$ cat src/rtl/pipo_load_arbiter.sv
// Round-robin arbiter that time-shares one external PIPO register among NUM_REQ engines.
// Each grant runs IDLE -> LOAD (one-cycle load pulse) -> VERIFY (readback, ack) -> IDLE.
module pipo_load_arbiter #(
    parameter int WIDTH   = 8,
    parameter int NUM_REQ = 4,
    parameter int ID_W    = 2,
    parameter int CNT_W   = 16
) (
    input  logic                     clk,
    input  logic                     reset,
    input  logic [NUM_REQ-1:0]       req,
    input  logic [NUM_REQ*WIDTH-1:0] req_data,
    output logic [NUM_REQ-1:0]       ack,
    output logic                     pipo_load,
    output logic [WIDTH-1:0]         pipo_data,
    input  logic [WIDTH-1:0]         pipo_q,
    output logic [ID_W-1:0]          grant_id,
    output logic                     busy,
    output logic                     verify_err,
    output logic [CNT_W-1:0]         xfer_count
);

    typedef enum logic [1:0] {
        IDLE   = 2'd0,
        LOAD   = 2'd1,
        VERIFY = 2'd2
    } state_e;

    state_e             state_q;
    logic [ID_W-1:0]    ptr_q;
    logic [NUM_REQ-1:0] ack_q;
    logic               load_q;
    logic [WIDTH-1:0]   data_q;
    logic [ID_W-1:0]    grant_id_q;
    logic               busy_q;
    logic               err_q;
    logic [CNT_W-1:0]   cnt_q;

    logic               win_found;
    logic [ID_W-1:0]    win_id;
    logic [WIDTH-1:0]   win_data;
    logic [ID_W-1:0]    ptr_d;
    int                 idx;

    // Search starts at ptr_q and wraps, so the last winner has lowest priority next round.
    always_comb begin
        win_found = 1'b0;
        win_id    = '0;
        win_data  = '0;
        idx       = 0;
        for (int k = 0; k < NUM_REQ; k++) begin
            idx = int'(ptr_q) + k;
            if (idx >= NUM_REQ) begin
                idx = idx - NUM_REQ;
            end
            if (!win_found && req[idx]) begin
                win_found = 1'b1;
                win_id    = ID_W'(idx);
                win_data  = req_data[idx*WIDTH +: WIDTH];
            end
        end
    end

    always_comb begin
        ptr_d = grant_id_q + 1'b1;
        if (int'(grant_id_q) == NUM_REQ - 1) begin
            ptr_d = '0;
        end
    end

    // NOTE: all state is updated with non-blocking assignments so every register
    // samples the pre-edge values, independent of statement order.
    always_ff @(posedge clk or posedge reset) begin
        if (reset) begin
            state_q    <= IDLE;
            ptr_q      <= '0;
            ack_q      <= '0;
            load_q     <= 1'b0;
            data_q     <= '0;
            grant_id_q <= '0;
            busy_q     <= 1'b0;
            err_q      <= 1'b0;
            cnt_q      <= '0;
        end else begin
            case (state_q)
                IDLE: begin
                    if (win_found) begin
                        grant_id_q <= win_id;
                        data_q     <= win_data;
                        load_q     <= 1'b1;
                        busy_q     <= 1'b1;
                        state_q    <= LOAD;
                    end
                end
                LOAD: begin
                    load_q  <= 1'b0;
                    ack_q   <= NUM_REQ'(1) << grant_id_q;
                    state_q <= VERIFY;
                end
                VERIFY: begin
                    // The PIPO captured data_q on the edge that entered this state.
                    if (pipo_q != data_q) begin
                        err_q <= 1'b1;
                    end
                    cnt_q   <= cnt_q + 1'b1;
                    ptr_q   <= ptr_d;
                    ack_q   <= '0;
                    busy_q  <= 1'b0;
                    state_q <= IDLE;
                end
                default: begin
                    load_q  <= 1'b0;
                    ack_q   <= '0;
                    busy_q  <= 1'b0;
                    state_q <= IDLE;
                end
            endcase
        end
    end

    assign ack        = ack_q;
    assign pipo_load  = load_q;
    assign pipo_data  = data_q;
    assign grant_id   = grant_id_q;
    assign busy       = busy_q;
    assign verify_err = err_q;
    assign xfer_count = cnt_q;

endmodule

$ cat config.mk
export PLATFORM = sky130hd
export DESIGN_NAME = pipo_load_arbiter
export DESIGN_NICKNAME = d
export VERILOG_FILES = /design/src/rtl/pipo_load_arbiter.sv
export SDC_FILE = /design/constraint.sdc
export NUM_CORES = 1
export LEC_CHECK = 0
export ABC_AREA = 1
export CAP_MARGIN = 5
export CORE_MARGIN = 10
export CORE_UTILIZATION = 50
export CTS_BUF_LIST = sky130_fd_sc_hd__clkbuf_16
export DETAILED_ROUTE_END_ITERATION = 8
export GPL_TIMING_DRIVEN = 1
export PLACE_DENSITY_LB_ADDON = 0.08
export SYNTH_ARGS = -nofsm -noshare
export SYNTH_HDL_FRONTEND = slang
export SYNTH_SLANG_ARGS = --single-unit
export TNS_END_PERCENT = 1
$ cat constraint.sdc
create_clock -name clk -period 2.66 [get_ports clk]
set_input_delay 0.399 -clock clk [delete_from_list [all_inputs] [get_ports clk]]
set_output_delay 0.399 -clock clk [all_outputs]
set_load 0.01 [all_outputs]
==> flow_metrics.py, run 1 <==
metrics = {
    "run_status": {
        "status": "completed",
    },
    "synth": {
        "netlist_area_mm2": 0.003146,
        "yosysUniqueCellTypes": 29,
        "synth_top_area_share_pct": 29.44,
        "postSynthAreaPerCell_um2": 6.278,
        "ys_async_sr_fraction_pct": 100.0,
        "yosysSeqAreaShare_pct": 29.44,
        "synth-seq-cells": 37,
        "synth_nets": 555,
        "syn_inst": 501,
        "synth_edf_count": 0,
        "synth_top_area_cell": "dfrtp_1",
        "synth_ff_type": "dfrtp_1",
        "ys_warn_count": 0,
        "synth.area.top_cells": "dfrtp_1 (29%), nand2_1 (21%), nand3_1 (11%)",
    },
    "setup_path": {
        "crit_path_frequent_cell": "nand2_1",
        "slowest_stage": "dfrtp_2",
        "cp.depth": 10,
        "cp.required_ns": 2.82,
        "arrival_ns": 2.55,
        "r2r-start": "ptr_q[0]",
        "cp_max_fo": 30,
        "startpoint_type": "flip-flop",
        "rrSetupSlack_ns": 0.27,
        "rr_worst_depth": 10,
        "crit_family": "simple AND/OR/NAND/NOR gates",
        "cpPeakStageDelay_ns": 0.47,
        "path_class": "flip-flop to flip-flop",
        "end_kind": "flip-flop",
        "crit_start": "ptr_q[0]",
        "reg2reg_to": "pipo_data[0]",
        "crit_chain": "inv_2, ha_1, buf_4, nand2_1, nand2_1, nand3b_1, nand2_1, buf_4, nand2_1, nand2_1",
        "path_buf_inv": 3,
    },
    "sta": {
        "fin_skew_ns": 0.008532,
        "whs_ns": 0.4626,
        "finalHoldViolations": 0,
        "tightestPinTransition_ns": 0.7079,
        "setup_tns_ns": 0,
        "slew_headroom_pct": 52.76,
        "layout_min_cycle_time_ns": 2.394,
        "drv_slew": 0,
        "finalWorstSetupSlack_ns": 0.2657,
        "fin_crit_sh_pct": 90.01,
        "fmax_ghz": 0.4177,
        "rsz0062_at_grt": "no",
        "finalSetupViolations": 0,
    },
    "power": {
        "combPwrFrac_pct": 67.2,
        "ir_drop_uv": 939.3,
        "powerDensity_mw_per_mm2": 1183,
        "p_sw_uw": 2467,
        "sw_frac_of_total_pct": 50.94,
        "pwr-share-seq_pct": 19.5,
        "finalPower_uw": 4844,
        "p_clk_share_pct": 13.3,
        "internal_power_uw": 2377,
        "p_leak_uw": 0.002162,
    },
    "placement": {
        "dpl_worst_slack_ns": 0.2534,
        "finalWeightedCongestion": 0.8948,
        "place_area_mm2": 0.003928,
        "port_buffers": 78,
        "dp_hpwl_mm": 6.893,
    },
    "drt": {
        "vias_per_cell": 5.235,
        "drc_errors": 0,
        "drt_iter0_drc": 204,
        "drt.antenna.violating_nets": 0,
        "drtPass1Iterations": 5,
        "route.vias.total": 3387,
        "wl_mm": 9.209,
        "wl_per_cell_um": 14.23,
    },
    "hold_path": {
        "min_path_cells": 2,
        "holdCritPathClass": "flip-flop to flip-flop",
        "hold_end": "verify_err",
        "worstHoldStart": "verify_err",
    },
    "final_layout": {
        "drive_gt1_share_pct": 5.594,
        "n_fill_cell": 558,
        "layout_common_cells": "nand2_1 (179), clkdlybuf4s50_1 (78), nand3_1 (67)",
        "postLayoutCellArea_mm2": 0.004095,
        "syn_to_final_growth_pct": 30.19,
        "antenna_cells": 0,
        "nets": 625,
        "final_common_cell": "nand2_1",
    },
    "cts": {
        "clk_latency_ns": 0.28,
        "htreeDepth": 2,
        "cts_made_buffers": 5,
        "clkTransAtPathRegs_ns": 0.05,
        "cts.sinks": 37,
        "cts_tree": "yes",
        "clk_path_buf_depth": 2,
        "cts-root-buf": "clkbuf_16",
        "post_cts_buffers": 0,
        "cts.hold.buffers_added": 0,
    },
    "die": {
        "rows": 28,
        "die_w_um": 99.32,
        "start_util_pct": 52.20,
        "fp.dieArea_mm2": 0.009863,
        "die_h_um": 99.32,
        "core_mm2": 0.006026,
        "num_io_pins": 79,
    },
    "global_routing": {
        "grt_pass1_wl_mm": 15.21,
        "overflow": 0,
        "grt.total_usage_pct": 18.10,
        "grt_max_degree": 57,
        "grt_antenna_before_repair": 0,
        "grt_pass1_vias": 3175,
    },
    "job": {
        "drv_cap": 0,
    },
}
Yosys cell counts, types with 2 or more instances:
| cell | instances |
|---|---|
| nand3_1 | 67 |
| nand4_1 | 12 |
| o21ai_0 | 27 |
| or2_2 | 3 |
| xor2_1 | 9 |
| dfrtp_1 | 37 |
| xnor2_1 | 8 |
| ha_1 | 8 |
| inv_2 | 3 |
| a21oi_1 | 9 |
| nand3_2 | 3 |
| nor2_4 | 2 |
| nand2_1 | 179 |
| clkbuf_1 | 3 |
| a22o_1 | 4 |
| inv_1 | 63 |
| buf_6 | 6 |
| buf_1 | 2 |
| nand2_2 | 4 |
| buf_2 | 9 |
| nor2_1 | 33 |
| buf_4 | 3 |
cells by family after synthesis:
family	Yosys count	synth area share (%)
DFF	37	29.44
AOI/OAI and AO/OA	43	7.597
and+or+nand+nor	307	42.28
xor gates and xnor gates	17	4.734
adders and majority gates	8	3.182
buffers and inverters	89	12.77
per-stage QoR:
step	util, %	cells
final	67.96	647
after global routing	67.96	647
after CTS	67.88	647
after detailed placement	65.18	639
after global placement	65.18	639
after floorplan	-	501
registers in the layout (all words and copies together), names as in the netlist:
name and count:
verify_err 1, pipo_data 8, state_q 2, pipo_load 1, ptr_q 2, xfer_count 16, grant_id 2, busy 1
ack 4
tightest hold or removal path: cells and delay by family (launching register included):
kind / cells / cell delay (ns)
flops: 1 / 0.34
simple gates: 1 / 0.05
buf+inv: 1 / 0.04
worst max path at each step:
stage / endpoint / slack (ns)
2_1_floorplan: pipo_data[4] / 0.59
3_3_place_gp: busy / 0.32
3_5_place_dp: busy / 0.25
4_1_cts: busy / 0.22
5_1_grt: pipo_data[0] / 0.07
6_report: pipo_data[0] / 0.27
final cells by class:
cell class,instances,area (µm²),share of cell area [%]
multi-input combinational,375,1823,44.52
sequential,37,927.1,22.64
timing repair buffer,86,840.8,20.53
inverter,66,247.7,6.050
clock buffer,5,125.1,3.055
tap,75,93.84,2.291
clock inverter,3,37.54,0.9166
power by group through the flow:
stage	registers [µW]	logic, µW	clock network (µW)
global placement	943	3140	0
finish	945	3260	644
CTS	942	3220	651
floorplan	959	2330	0
global route	971	3650	680
detailed placement	949	3190	0
layer usage:
layer / GRT usage, % / part of all wire, % / routed length [µm]
met5: 0 / 0 / 0
met3: 5.190 / 8.3 / 763
met1: 23.60 / 44 / 4088
met2: 29.01 / 46 / 4277
met4: 3.749 / 0.87 / 80
repair_timing:
action / CTS / global route
endpoints found under the hold margin: 0 / 0
resized for setup: 0 / 1
endpoints found under the setup margin: 0 / 3
No activity file was read; power rests on OpenSTA's default activity.
==> inputs of run 2 (changes only) <==
--- a/config.mk
+++ b/config.mk
@@ -10,6 +10,7 @@
 export CORE_MARGIN = 10
 export CORE_UTILIZATION = 50
 export CTS_BUF_LIST = sky130_fd_sc_hd__clkbuf_16
+export CTS_CLUSTER_DIAMETER = 200
 export DETAILED_ROUTE_END_ITERATION = 8
 export GPL_TIMING_DRIVEN = 1
 export PLACE_DENSITY_LB_ADDON = 0.08
==> results of run 2 <==
No change in the layout: final DEF, timing and power equal those of run 1.
==> inputs of run 3 (changes only) <==
--- a/config.mk
+++ b/config.mk
@@ -10,10 +10,11 @@
 export CORE_MARGIN = 10
 export CORE_UTILIZATION = 50
 export CTS_BUF_LIST = sky130_fd_sc_hd__clkbuf_16
-export CTS_CLUSTER_DIAMETER = 200
+export CTS_CLUSTER_DIAMETER = 150
 export DETAILED_ROUTE_END_ITERATION = 8
 export GPL_TIMING_DRIVEN = 1
 export PLACE_DENSITY_LB_ADDON = 0.08
+export REMOVE_ABC_BUFFERS = 1
 export SYNTH_ARGS = -nofsm -noshare
 export SYNTH_HDL_FRONTEND = slang
 export SYNTH_SLANG_ARGS = --single-unit
==> run 3 against run 2 <==
Net effect: hold slack improved by 0.0053 ns; critical path depth did not move; largest cell class unchanged; register-to-register slack better by 0.06 ns; non-clock buffer count stayed put; combinational power down 2%; routed wire length shrank 4.6%; cell area fell by 0.76%; final cell count decreased by 0.15%; clock-buffer cell count is the same; first-iteration DRC count is 6.9% higher; core utilization fell by 0.52 points; sequential cell count unchanged.
==> flow_metrics.py, run 3 (synthesized netlist as in run 1, its figures left out) <==
metrics = {
    "cts": {
        "cts.hold.buffers_added": 0,
        "clkTransAtPathRegs_ns": 0.05,
        "cts.sinks": 37,
        "cts_made_buffers": 5,
        "clk_path_buf_depth": 2,
        "cts-root-buf": "clkbuf_16",
        "post_cts_resized": 0,
        "cts_tree": "yes",
        "clk_latency_ns": 0.28,
        "htreeDepth": 2,
        "post_cts_buffers": 0,
    },
    "sta": {
        "whs_ns": 0.4679,
        "tightestPinTransition_ns": 0.7250,
        "finalHoldViolations": 0,
        "fmax_ghz": 0.4286,
        "drv_slew": 0,
        "layout_min_cycle_time_ns": 2.333,
        "setup_tns_ns": 0,
        "slew_headroom_pct": 51.49,
        "fin_skew_ns": 0.005780,
        "fin_crit_sh_pct": 87.72,
        "finalSetupViolations": 0,
        "rsz0062_at_grt": "no",
    },
    "drt": {
        "met2WireLength_mm": 4.265,
        "vias_per_cell": 5.136,
        "wl_mm": 8.786,
        "drt-met1-wl_mm": 3.863,
        "drt.antenna.violating_nets": 0,
        "routed.top_layer": "met4",
        "route.vias.total": 3318,
        "drc_errors": 0,
        "drtPass1Iterations": 6,
        "wl_per_cell_um": 13.60,
        "met3_length_um": 620,
        "drt_iter0_drc": 218,
    },
    "power": {
        "combPwrFrac_pct": 68.6,
        "ir_drop_uv": 626.7,
        "sw_frac_of_total_pct": 51.18,
        "p_leak_uw": 0.002149,
        "powerDensity_mw_per_mm2": 1151,
        "pwr-share-seq_pct": 19.9,
        "p_sw_uw": 2394,
        "internal_power_uw": 2283,
        "p_clk_share_pct": 11.5,
    },
    "die": {
        "rows": 28,
        "die_h_um": 99.32,
        "fp.dieArea_mm2": 0.009863,
        "start_util_pct": 52.20,
        "core_mm2": 0.006026,
        "num_io_pins": 79,
        "die_w_um": 99.32,
    },
    "global_routing": {
        "grt_antenna_before_repair": 0,
        "overflow": 0,
        "grt_pass1_vias": 3240,
        "grt.total_usage_pct": 17.52,
        "grt_max_degree": 67,
        "grt_pass1_wl_mm": 14.81,
    },
    "final_layout": {
        "layout_common_cells": "nand2_1 (179), clkdlybuf4s50_1 (78), nand3_1 (67)",
        "syn_to_final_growth_pct": 29.20,
        "final_common_cell": "nand2_1",
        "drive_gt1_share_pct": 5.429,
        "largest_reg_flops": 16,
        "final_util_pct": 67.44,
        "antenna_cells": 0,
        "nets": 625,
    },
    "setup_path": {
        "startpoint_type": "flip-flop",
        "arrival_ns": 2.50,
        "path_class": "flip-flop to flip-flop",
        "end_kind": "flip-flop",
        "cp.required_ns": 2.82,
        "cp_max_fo": 66,
    },
    "placement": {
        "finalWeightedCongestion": 0.8144,
        "dp_hpwl_mm": 6.540,
        "port_buffers": 78,
    },
    "hold_path": {
        "holdCritPathClass": "flip-flop to flip-flop",
    },
    "run_status": {
        "status": "completed",
    },
    "job": {
        "drv_cap": 0,
    },
}
[run 3: path summary, 6_finish.rpt]
kind / from / endpoint / slack [ns] / cells past startpoint
setup reg to reg: ptr_q[0] / pipo_data[6] / 0.33 / 10
min in group asynchronous: reset / xfer_count[5] / 0.54 / 3
max in group asynchronous: reset / ptr_q[0] / 1.76 / 3
setup / recovery: ptr_q[0] / pipo_data[6] / 0.33 / 10
hold reg to reg: xfer_count[15] / xfer_count[15] / 0.47 / 1
hold / removal: xfer_count[15] / xfer_count[15] / 0.47 / 1
[run 3: final cells by class]
type,count,area [µm²]
well taps,75,93.84
clock buffers,5,125.1
repair buffers,86,844.6
inverters,66,247.7
clock inverters,2,7.507
multi-input cells,375,1818
fillers,573,1962
flip-flops and latches,37,927.1
[run 3: per-layer routing]
metal / GRT usage (%) / up-vias
met1: 21.77 / 1501
met5: 0 / -
met2: 30.26 / 98
met4: 2.867 / 0
met3: 4.291 / 7
li1: - / 1712
[run 3: power groups by stage]
stage	Clock (µW)	Sequential, µW	Combinational (µW)
global placement	0	927	3120
global route	568	954	3660
floorplan	0	1070	1950
CTS	543	929	3210
detailed placement	0	931	3180
finish	538	930	3210
[run 3: per-stage QoR]
stage / power [µW] / setup WS, ns / cell area [µm²] / cells
final: 4678 / 0.3266 / 4064 / 646
after detailed placement: 4109 / 0.2644 / 3928 / 639
after global routing: 5180 / 0.09918 / 4064 / 646
after floorplan: 3014 / -1.434 / 2992 / 478
after global placement: 4046 / 0.3203 / 3928 / 639
after CTS: 4677 / 0.2278 / 4060 / 646
[run 3: critical path: stages, from the launching register on]
cell and delay [ns]:
dfrtp_2 0.37, buf_6 0.35, nand2_2 0.11, o21ai_0 0.08
nand2_1 0.07, nand2_1 0.36, nand3b_1 0.15, nand2_1 0.35
inv_2 0.17, nand2_1 0.12, nand2_1 0.06
